[config.mk]
export PLATFORM = sky130hd
export DESIGN_NAME = meas_seq_ctrl_flat
export DESIGN_NICKNAME = d
export VERILOG_FILES = /design/src/rtl/meas_seq_ctrl_if.sv /design/src/rtl/meas_seq_ctrl.sv /design/src/flat_wrapper.sv
export SDC_FILE = /design/constraint.sdc
export NUM_CORES = 1
export LEC_CHECK = 0
export ABC_AREA = 0
export CAP_MARGIN = 20
export CORE_MARGIN = 2
export CORE_UTILIZATION = 40
export DETAILED_ROUTE_END_ITERATION = 7
export PLACE_DENSITY = 0.67
export SLEW_MARGIN = 10
export SYNTH_ARGS = -nofsm -noshare
export SYNTH_HDL_FRONTEND = slang
export SYNTH_SLANG_ARGS = --single-unit
[constraint.sdc]
create_clock -name stp_clk -period 2.1 [get_ports stp_clk]
set_input_delay 0.63 -clock stp_clk [delete_from_list [all_inputs] [get_ports stp_clk]]
set_output_delay 0.63 -clock stp_clk [all_outputs]
set_load 0.1 [all_outputs]
[src/rtl/meas_seq_ctrl_if.sv]
// Control/status bundle between the trigger/init logic and meas_seq_ctrl.
// master = trigger/init side (drives start, abort, mask), slave = sequencer.
interface meas_seq_ctrl_if #(
  parameter int RF_CH = 4,
  parameter int ROT_W = 10
);
  localparam int IDX_W = (RF_CH > 1) ? $clog2(RF_CH) : 1;

  logic             trg_ctrl;
  logic             abort;
  logic [RF_CH-1:0] ch_mask;
  logic             wrk_stat;
  logic             rot_en;
  logic             adc_en;
  logic [RF_CH-1:0] rf_sw;
  logic [IDX_W-1:0] rf_ch_idx;
  logic             meas_valid;
  logic [ROT_W-1:0] rot_count;
  logic             done;

  modport master (
    output trg_ctrl, abort, ch_mask,
    input  wrk_stat, rot_en, adc_en, rf_sw, rf_ch_idx, meas_valid, rot_count, done
  );

  modport slave (
    input  trg_ctrl, abort, ch_mask,
    output wrk_stat, rot_en, adc_en, rf_sw, rf_ch_idx, meas_valid, rot_count, done
  );
endinterface

[src/rtl/meas_seq_ctrl.sv]
// Rotation-step + masked RF channel / ADC window sequencer; CONT_SCAN_EN wraps the run at ROT_TARGET.
// All outputs registered, one edge from input to effect; no backpressure, abort ends a run next edge.
module meas_seq_ctrl #(
  parameter int RF_CH         = 4,
  parameter int ROT_PULSE_LEN = 5,
  parameter int SETTLE_CYC    = 100,
  parameter int ADC_GUARD     = 3,
  parameter int ADC_WIN       = 30,
  parameter int ROT_TARGET    = 720,
  parameter int ROT_W         = 10
) (
  input  logic               stp_clk,
  input  logic               sys_init_ctrl,
  meas_seq_ctrl_if.slave     bus
);

  localparam int IDX_W   = (RF_CH > 1) ? $clog2(RF_CH) : 1;
  localparam int MAX_AB  = (ROT_PULSE_LEN > SETTLE_CYC) ? ROT_PULSE_LEN : SETTLE_CYC;
  localparam int MAX_CD  = (ADC_GUARD > ADC_WIN) ? ADC_GUARD : ADC_WIN;
  localparam int TMR_MAX = (MAX_AB > MAX_CD) ? MAX_AB : MAX_CD;
  localparam int TMR_W   = (TMR_MAX > 1) ? $clog2(TMR_MAX) : 1;

  // Timer counts down to zero, so a state of length N is loaded with N-1.
  localparam logic [TMR_W-1:0] T_ROT    = TMR_W'(ROT_PULSE_LEN - 1);
  localparam logic [TMR_W-1:0] T_SETTLE = TMR_W'(SETTLE_CYC - 1);
  localparam logic [TMR_W-1:0] T_GUARD  = TMR_W'(ADC_GUARD - 1);
  localparam logic [TMR_W-1:0] T_WIN    = TMR_W'(ADC_WIN - 1);
  localparam logic [ROT_W-1:0] ROT_TGT  = ROT_W'(ROT_TARGET);

  typedef enum logic [2:0] {
    S_IDLE,
    S_ROTATE,
    S_SETTLE,
    S_GUARD,
    S_SAMPLE
  } state_t;

  state_t           state_q, state_d;
  logic [TMR_W-1:0] timer_q, timer_d;
  logic [RF_CH-1:0] mask_q, mask_d;
  logic [IDX_W-1:0] cur_idx_q, cur_idx_d;
  logic             wrk_q, wrk_d;
  logic             rot_en_q, rot_en_d;
  logic             adc_en_q, adc_en_d;
  logic [RF_CH-1:0] rf_sw_q, rf_sw_d;
  logic [IDX_W-1:0] rf_idx_q, rf_idx_d;
  logic             meas_vld_q, meas_vld_d;
  logic [ROT_W-1:0] rot_cnt_q, rot_cnt_d;
  logic             done_q, done_d;

  logic             tmr_done;
  logic [IDX_W:0]   pick;
  logic [ROT_W-1:0] cnt_inc;

  // Lowest set bit of m at or above index from; MSB of the result flags a hit.
  function automatic logic [IDX_W:0] pick_ch(input logic [RF_CH-1:0] m, input int from);
    logic [IDX_W:0] r;
    r = '0;
    for (int i = RF_CH - 1; i >= 0; i--) begin
      if (m[i] && (i >= from)) r = {1'b1, IDX_W'(i)};
    end
    return r;
  endfunction

  function automatic logic [RF_CH-1:0] fix_mask(input logic [RF_CH-1:0] m);
    return (m == '0) ? RF_CH'(1) : m;
  endfunction

  function automatic logic [RF_CH-1:0] onehot(input logic [IDX_W-1:0] idx);
    return RF_CH'(1) << idx;
  endfunction

  assign tmr_done = (timer_q == '0);
  assign cnt_inc  = rot_cnt_q + ROT_W'(1);

  always_comb begin
    state_d    = state_q;
    timer_d    = tmr_done ? timer_q : timer_q - TMR_W'(1);
    mask_d     = mask_q;
    cur_idx_d  = cur_idx_q;
    wrk_d      = wrk_q;
    rot_en_d   = rot_en_q;
    adc_en_d   = adc_en_q;
    rf_sw_d    = rf_sw_q;
    rf_idx_d   = rf_idx_q;
    meas_vld_d = 1'b0;
    rot_cnt_d  = rot_cnt_q;
    done_d     = 1'b0;
    pick       = '0;

    case (state_q)
      S_IDLE: begin
        if (bus.trg_ctrl) begin
          wrk_d     = 1'b1;
          rot_en_d  = 1'b1;
          rot_cnt_d = '0;
          mask_d    = fix_mask(bus.ch_mask);
          timer_d   = T_ROT;
          state_d   = S_ROTATE;
        end
      end

      S_ROTATE: begin
        if (tmr_done) begin
          rot_en_d = 1'b0;
          timer_d  = T_SETTLE;
          state_d  = S_SETTLE;
        end
      end

      S_SETTLE: begin
        if (tmr_done) begin
          pick      = pick_ch(mask_q, 0);
          cur_idx_d = pick[IDX_W-1:0];
          rf_idx_d  = pick[IDX_W-1:0];
          rf_sw_d   = onehot(pick[IDX_W-1:0]);
          timer_d   = T_GUARD;
          state_d   = S_GUARD;
        end
      end

      S_GUARD: begin
        // Catches rf_ch_idx up one cycle after a SAMPLE->GUARD channel switch.
        rf_idx_d = cur_idx_q;
        if (tmr_done) begin
          adc_en_d = 1'b1;
          timer_d  = T_WIN;
          state_d  = S_SAMPLE;
        end
      end

      S_SAMPLE: begin
        if (tmr_done) begin
          adc_en_d   = 1'b0;
          meas_vld_d = 1'b1;
          pick       = pick_ch(mask_q, int'(cur_idx_q) + 1);
          if (pick[IDX_W]) begin
            cur_idx_d = pick[IDX_W-1:0];
            rf_sw_d   = onehot(pick[IDX_W-1:0]);
            timer_d   = T_GUARD;
            state_d   = S_GUARD;
          end else begin
            rf_sw_d = '0;
            if (cnt_inc == ROT_TGT) begin
              done_d = 1'b1;
`ifdef CONT_SCAN_EN
              rot_cnt_d = '0;
              rot_en_d  = 1'b1;
              mask_d    = fix_mask(bus.ch_mask);
              timer_d   = T_ROT;
              state_d   = S_ROTATE;
`else
              rot_cnt_d = cnt_inc;
              wrk_d     = 1'b0;
              timer_d   = '0;
              state_d   = S_IDLE;
`endif
            end else begin
              rot_cnt_d = cnt_inc;
              rot_en_d  = 1'b1;
              mask_d    = fix_mask(bus.ch_mask);
              timer_d   = T_ROT;
              state_d   = S_ROTATE;
            end
          end
        end
      end

      default: begin
        state_d = S_IDLE;
        timer_d = '0;
      end
    endcase

    // Abort overrides everything above but keeps the step count and channel bookkeeping.
    if (bus.abort && (state_q != S_IDLE)) begin
      state_d    = S_IDLE;
      timer_d    = '0;
      mask_d     = mask_q;
      cur_idx_d  = cur_idx_q;
      rf_idx_d   = rf_idx_q;
      wrk_d      = 1'b0;
      rot_en_d   = 1'b0;
      adc_en_d   = 1'b0;
      rf_sw_d    = '0;
      meas_vld_d = 1'b0;
      rot_cnt_d  = rot_cnt_q;
      done_d     = 1'b0;
    end
  end

  always_ff @(posedge stp_clk) begin
    if (sys_init_ctrl) begin
      state_q    <= S_IDLE;
      timer_q    <= '0;
      mask_q     <= '0;
      cur_idx_q  <= '0;
      wrk_q      <= 1'b0;
      rot_en_q   <= 1'b0;
      adc_en_q   <= 1'b0;
      rf_sw_q    <= '0;
      rf_idx_q   <= '0;
      meas_vld_q <= 1'b0;
      rot_cnt_q  <= '0;
      done_q     <= 1'b0;
    end else begin
      state_q    <= state_d;
      timer_q    <= timer_d;
      mask_q     <= mask_d;
      cur_idx_q  <= cur_idx_d;
      wrk_q      <= wrk_d;
      rot_en_q   <= rot_en_d;
      adc_en_q   <= adc_en_d;
      rf_sw_q    <= rf_sw_d;
      rf_idx_q   <= rf_idx_d;
      meas_vld_q <= meas_vld_d;
      rot_cnt_q  <= rot_cnt_d;
      done_q     <= done_d;
    end
  end

  assign bus.wrk_stat   = wrk_q;
  assign bus.rot_en     = rot_en_q;
  assign bus.adc_en     = adc_en_q;
  assign bus.rf_sw      = rf_sw_q;
  assign bus.rf_ch_idx  = rf_idx_q;
  assign bus.meas_valid = meas_vld_q;
  assign bus.rot_count  = rot_cnt_q;
  assign bus.done       = done_q;

  a_rot_adc_excl: assert property (@(posedge stp_clk) !(rot_en_q && adc_en_q));
  a_sw_quiet:     assert property (@(posedge stp_clk) disable iff (sys_init_ctrl)
                                   (rf_sw_d != rf_sw_q) |-> !adc_en_d);
  a_mask_live:    assert property (@(posedge stp_clk) disable iff (sys_init_ctrl)
                                   (state_q != S_IDLE) |-> (mask_q != '0));

endmodule

[src/flat_wrapper.sv]
// flat-port wrapper written by rule: the top's interface ports become plain ports
module meas_seq_ctrl_flat 
#(
  parameter int RF_CH         = 4,
  parameter int ROT_PULSE_LEN = 5,
  parameter int SETTLE_CYC    = 100,
  parameter int ADC_GUARD     = 3,
  parameter int ADC_WIN       = 30,
  parameter int ROT_TARGET    = 720,
  parameter int ROT_W         = 10
)
  (stp_clk, sys_init_ctrl, bus_trg_ctrl, bus_abort, bus_ch_mask, bus_wrk_stat, bus_rot_en, bus_adc_en, bus_rf_sw, bus_rf_ch_idx, bus_meas_valid, bus_rot_count, bus_done);
  meas_seq_ctrl_if #(.RF_CH(RF_CH), .ROT_W(ROT_W)) bus_i ();
  input  logic stp_clk;
  input  logic sys_init_ctrl;
  input wire logic [$bits(bus_i.trg_ctrl)-1:0] bus_trg_ctrl;
  input wire logic [$bits(bus_i.abort)-1:0] bus_abort;
  input wire logic [$bits(bus_i.ch_mask)-1:0] bus_ch_mask;
  output wire logic [$bits(bus_i.wrk_stat)-1:0] bus_wrk_stat;
  output wire logic [$bits(bus_i.rot_en)-1:0] bus_rot_en;
  output wire logic [$bits(bus_i.adc_en)-1:0] bus_adc_en;
  output wire logic [$bits(bus_i.rf_sw)-1:0] bus_rf_sw;
  output wire logic [$bits(bus_i.rf_ch_idx)-1:0] bus_rf_ch_idx;
  output wire logic [$bits(bus_i.meas_valid)-1:0] bus_meas_valid;
  output wire logic [$bits(bus_i.rot_count)-1:0] bus_rot_count;
  output wire logic [$bits(bus_i.done)-1:0] bus_done;
  assign bus_i.trg_ctrl = bus_trg_ctrl;
  assign bus_i.abort = bus_abort;
  assign bus_i.ch_mask = bus_ch_mask;
  assign bus_wrk_stat = bus_i.wrk_stat;
  assign bus_rot_en = bus_i.rot_en;
  assign bus_adc_en = bus_i.adc_en;
  assign bus_rf_sw = bus_i.rf_sw;
  assign bus_rf_ch_idx = bus_i.rf_ch_idx;
  assign bus_meas_valid = bus_i.meas_valid;
  assign bus_rot_count = bus_i.rot_count;
  assign bus_done = bus_i.done;
  meas_seq_ctrl #(.RF_CH(RF_CH), .ROT_PULSE_LEN(ROT_PULSE_LEN), .SETTLE_CYC(SETTLE_CYC), .ADC_GUARD(ADC_GUARD), .ADC_WIN(ADC_WIN), .ROT_TARGET(ROT_TARGET), .ROT_W(ROT_W)) u_core (.stp_clk(stp_clk), .sys_init_ctrl(sys_init_ctrl), .bus(bus_i));
endmodule
---- Word-level counts from Yosys, hierarchy flattened ----
Index checks and enable logic that the tools add are counted.
storage, ports and cells
  register bits ........................... 37
  word-level logic and storage cells ...... 126
  output and inout bits ................... 21
cells by class
  bitwise gates (word level) .............. 3
  add/subtract/negate cells ............... 3
  multiplexer cells ....................... 62
  order comparisons ....................... 4
  shift-type cells ........................ 2
  reduce and logical (&&, ||, !) cells .... 26
  equality and inequality tests ........... 14
operators with widths
  cell                     count
  $ge A3 B32 Y1 const A    2
  $mux W7                  7
  $mux W3                  13
  $pmux W7 S5              1
  $ge A1 B32 Y1 const A    1
  $ge A2 B32 Y1 const A    1
  $mux W4                  8
  $mux W10                 3
  $pmux W10 S2             1
  $reduce_and A5 Y1        4
  $mux W2                  9
  $pmux W4 S2              2
  $pmux W3 S5              1
  $mux W1                  12
  $ne A2 B1 Y1 const B     6
  $reduce_and A6 Y1        2
  $add A10 B1 Y10 const B  1
  $eq A10 B10 Y1 const B   1
  $reduce_and A3 Y1        3
  $pmux W2 S2              2
  $reduce_bool A2 Y1       4
  $shl A1 B2 Y4 const A    2
  $logic_not A7 Y1         1
  $sub A7 B1 Y7 const B    1
  other kinds (15)         26

---- Longest topological paths before layout ----
  depth after elaboration ................. 13
  gate-level depth with buffers ........... 13

---- Worst setup path after synthesis ----
No wires, ideal clock.
  path kind ............................... register to register
  from .................................... reg u_core.rot_cnt_q[0] (netlist: u_core.bus.rot_count[0])
  to ...................................... reg u_core.rot_en_q (netlist: u_core.bus.rot_en)
  buffers on the path ..................... 0
  arrival ................................. 2.680 ns
  clock period less this slack ............ 2.741 ns
  path slack .............................. -0.641 ns
  stages on the path, launching flop included .. 8
  data required time ...................... 2.039 ns
  path through ............................ dfxtp_1 ha_1 nand3_1 or2_1 and3b_1 o211a_2 a2111oi_2 a31o_1
on the way
  word-level cells in the longest chain between the ends .. 4
ends and longest elaborated chain
  element                      line                  RTL
  start, declared              meas_seq_ctrl.sv:48   logic [ROT_W-1:0] rot_cnt_q, rot_cnt_d;
  start signal, assigned       meas_seq_ctrl.sv:217  rot_cnt_q <= rot_cnt_d;
  $add A10 B1 Y10              meas_seq_ctrl.sv:74   assign cnt_inc = rot_cnt_q + ROT_W'(1);
  $eq A10 B10 Y1               meas_seq_ctrl.sv:144  if (cnt_inc == ROT_TGT) begin
  $ne A2 B2 Y1 (no line)       --
  $reduce_and A6 Y1 (no line)  --
  end signal, assigned         meas_seq_ctrl.sv:212  rot_en_q <= rot_en_d;
  end, declared                meas_seq_ctrl.sv:43   logic rot_en_q, rot_en_d;
No other way between the ends.
A chain may end at the register's enable or synchronous reset.

---- Worst setup path after layout ----
Ends and elaborated chain as after synthesis.

==> impl_metrics.py <==
metrics = {
    "outcome": {
        "status": "complete, no violations",
    },
    "routing": {
        "vias_per_cell": 5.38,
        "drt-wirelength-per-cell_um": 14.1,
        "routed_wl_um": 5660,
        "drc": 0,
        "num_vias": 2163,
        "drt_first_pass_iters": 4,
        "drtIter0Drc": 145,
        "ant_nets": 0,
    },
    "clock_tree": {
        "cts_buffer_depth": 2,
        "clk_latency_ns": 0.29,
        "cts_setup_buffers": 0,
        "clkTransAtPathRegs_ns": 0.08,
        "ctsResizeCount": 0,
        "htree_levels": 2,
        "ctsHoldBuffers": 0,
        "tritoncts": "yes",
        "cts_buffers": 5,
        "cts_root_buf": "clkbuf_8",
        "clock_sinks": 37,
    },
    "pwr": {
        "power_frac_clock_pct": 17.1,
        "p_per_area_nw_per_um2": 1070,
        "swShare_pct": 42.8,
        "p_seq_share_pct": 28.1,
        "switchingPower_uw": 1390,
        "p_leak_uw": 0.00116,
        "worst_ir_drop_vdd_mv": 0.475,
        "internal_power_uw": 1860,
        "combPwrFrac_pct": 54.8,
        "power_uw": 3240,
    },
    "timing": {
        "slew_violations": 0,
        "period_share_pct": 93.6,
        "finClkSkew_ns": 0.00634,
        "max_slew.worst_pin.slew_ns": 0.476,
        "fin_ws_ns": 0.135,
        "grt_setup_unrepaired": "false",
        "tns_ns": 0,
        "slew_headroom_pct": 68.2,
        "final_hold_viol_count": 0,
        "fmax_ghz": 0.509,
        "min_period_ns": 1.96,
        "setup_viol": 0,
    },
    "grt": {
        "grt_remaining_overflow": 0,
        "grt_max_degree": 23,
        "grt_pass1_wl_um": 9420,
        "first_global_vias": 2016,
        "track_usage_pct": 19.2,
        "antenna_found_initial": 0,
    },
    "worst_setup_path": {
        "worstReg2RegStart": "u_core.bus.rot_count[0]",
        "required_ns": 2.34,
        "worstPathArrival_ns": 2.20,
        "cp-startpoint": "u_core.bus.rot_count[0]",
        "startpoint_type": "register",
        "critical_path_class": "reg -> reg",
        "worst-path-max-fanout": 8,
        "endpoint_kind": "register",
    },
    "floorplanning": {
        "io_pins": 29,
        "rows": 27,
        "die-area_um2": 6130,
        "coreArea_um2": 5410,
        "die_h_um": 78.3,
        "die_x_um": 78.3,
        "start_util_pct": 40.8,
    },
    "yosys": {
        "ys.flop_type": "dfxtp_1",
        "yosys_warnings": 0,
        "synth_edf_count": 0,
        "synth_area_um2": 2210,
        "synth_seq_cells": 37,
        "syn_nets": 292,
        "synth_cell_types": 61,
        "yosysTopAreaCell": "dfxtp_1",
        "async_reset_ff_share_pct": 0,
        "synth-seq-area-share_pct": 33.6,
        "syn_area_per_cell_um2": 7.91,
        "synth_cells": 279,
        "synth.area.top_cells": "dfxtp_1 34%, nor2_1 6.6%, a21oi_1 5.9%",
        "synth.top_cell.area_share_pct": 33.6,
    },
    "run": {
        "max-cap-violations": 0,
    },
    "finish": {
        "drive_above_1_share_pct": 25.2,
        "nNetsFinal": 342,
        "design_area_um2": 3040,
        "antenna_cells": 0,
        "fillers": 512,
        "synthToLayoutAreaGrowth_pct": 37.9,
        "final_cell_count_no_fill": 402,
    },
    "placement": {
        "post_dp_cell_area_um2": 2940,
        "portBuffers": 28,
        "place_congestion": 0.878,
        "dpl.hpwl_um": 4220,
        "pre_cts_ws_ns": -0.111,
        "dpl.cell_count": 394,
    },
    "worst_hold_path": {
        "min_path_type": "reg -> reg",
        "hp-start": "u_core.bus.rot_count[6]",
    },
}
[cell usage after synthesis (all sizes together) (2+ instances only)]
| master | number |
|---|---|
| nand2b | 13 |
| a211oi | 7 |
| a311oi | 4 |
| nand4b | 3 |
| a2111oi | 2 |
| nor2b | 4 |
| nor2 | 40 |
| o21bai | 2 |
| nand4 | 2 |
| a31oi | 4 |
| a21oi | 27 |
| nor3 | 11 |
| ha | 5 |
| o22ai | 5 |
| or2 | 2 |
| xor2 | 4 |
| nand3 | 9 |
| a21o | 3 |
| and2 | 3 |
| dfxtp | 37 |
| or2b | 2 |
| and3 | 3 |
| buf | 7 |
| nand2 | 23 |
| nand3b | 2 |
| o21a | 3 |
| mux2i | 8 |
| xnor2 | 2 |
| clkbuf | 8 |
| or3 | 3 |
| inv | 7 |
| o21ai | 9 |
[area by class of cell]
type / count / area [um2] / area share, %
clock inverters: 1 / 5.00 / 0.164
inverters: 7 / 26.3 / 0.863
flip-flops and latches: 37 / 766 / 25.2
repair buffers: 59 / 698 / 22.9
clock buffers: 7 / 96.3 / 3.17
multi-input cells: 219 / 1360 / 44.7
well taps: 72 / 90.1 / 2.96
[critical path: stages (launching register included)]
cell and delay [ns]:
dfxtp_4 0.42, ha_4 0.19, nand3_1 0.07, or2_1 0.25
and3b_1 0.18, o211a_2 0.30, a2111oi_2 0.36, a31o_1 0.13
[through the flow]
stage	hold WS [ns]	utilization [%]
6_report	0.500	56.3
3_5_place_dp	0.491	54.4
2_1_floorplan	0.477	-
5_1_grt	0.526	56.3
3_3_place_gp	0.489	54.4
4_1_cts	0.503	56.3
[layer usage]
metal	routed length [um]	up-vias	track usage, %
met5	0	-	0
met2	2640	71	30.3
met1	2610	986	25.6
met3	309	8	4.14
met4	102	0	7.72
li1	-	1098	-
[state kept, by name, summed over array words and instances (netlist names)]
signal and flops:
u_core.bus.adc_en 1, u_core.bus.done 1, u_core.bus.meas_valid 1, u_core.bus.rf_ch_idx 2, u_core.bus.rf_sw 4, u_core.bus.rot_count 10
u_core.bus.rot_en 1, u_core.bus.wrk_stat 1, u_core.cur_idx_q 2, u_core.mask_q 4, u_core.state_q 3, u_core.timer_q 7
[cell families after synthesis]
| kind of cell | Yosys count | synth area share, % |
|---|---|---|
| and+or+nand+nor | 125 | 29.4 |
| AOI/OAI and AO/OA | 75 | 22.8 |
| DFF | 37 | 33.6 |
| buffers and inverters | 23 | 5.38 |
| muxes | 8 | 3.63 |
| xor gates and xnor gates | 6 | 2.38 |
| adders and majority gates | 5 | 2.83 |
[final timing paths]
kind,end,slack (ns),depth (start not counted)
max,u_core.bus.rot_en,0.14,7
min,u_core.bus.rot_count[6],0.50,1
max reg2reg,u_core.bus.rot_en,0.14,7
min reg2reg,u_core.bus.rot_count[6],0.50,1
[cells in the final DEF, fill, tap and decap left out, types with 2 or more instances in the layout]
cell	Yosys	layout
nand2_1	23	23
nor2b_1	4	4
a31oi_1	4	4
and3_1	3	3
nor3_1	11	11
nand2b_1	12	12
o21ai_0	9	9
and2_1	3	2
buf_12	0	19
clkdlybuf4s50_1	0	7
dfxtp_2	0	2
a211oi_1	6	6
o21a_1	3	3
a21oi_1	26	26
inv_1	6	6
xnor2_1	2	2
or3_1	2	2
buf_4	2	33
a311oi_1	4	4
clkbuf_8	0	7
nand3_1	9	9
mux2i_1	8	8
xor2_1	4	4
dfxtp_1	37	29
nand4b_1	3	3
ha_1	5	4
o22ai_1	5	5
nand3b_1	2	2
dfxtp_4	0	6
a21o_1	2	2
o21bai_1	2	2
nor2_1	39	39
[power groups by stage]
stage / registers, uW / logic (uW) / clock network [uW]
global route: 925 / 1960 / 596
global placement: 926 / 1730 / 0
finish: 912 / 1780 / 554
detailed placement: 928 / 1760 / 0
floorplan: 1090 / 1030 / 0
CTS: 912 / 1770 / 572
(Power assumes the default switching activity.)
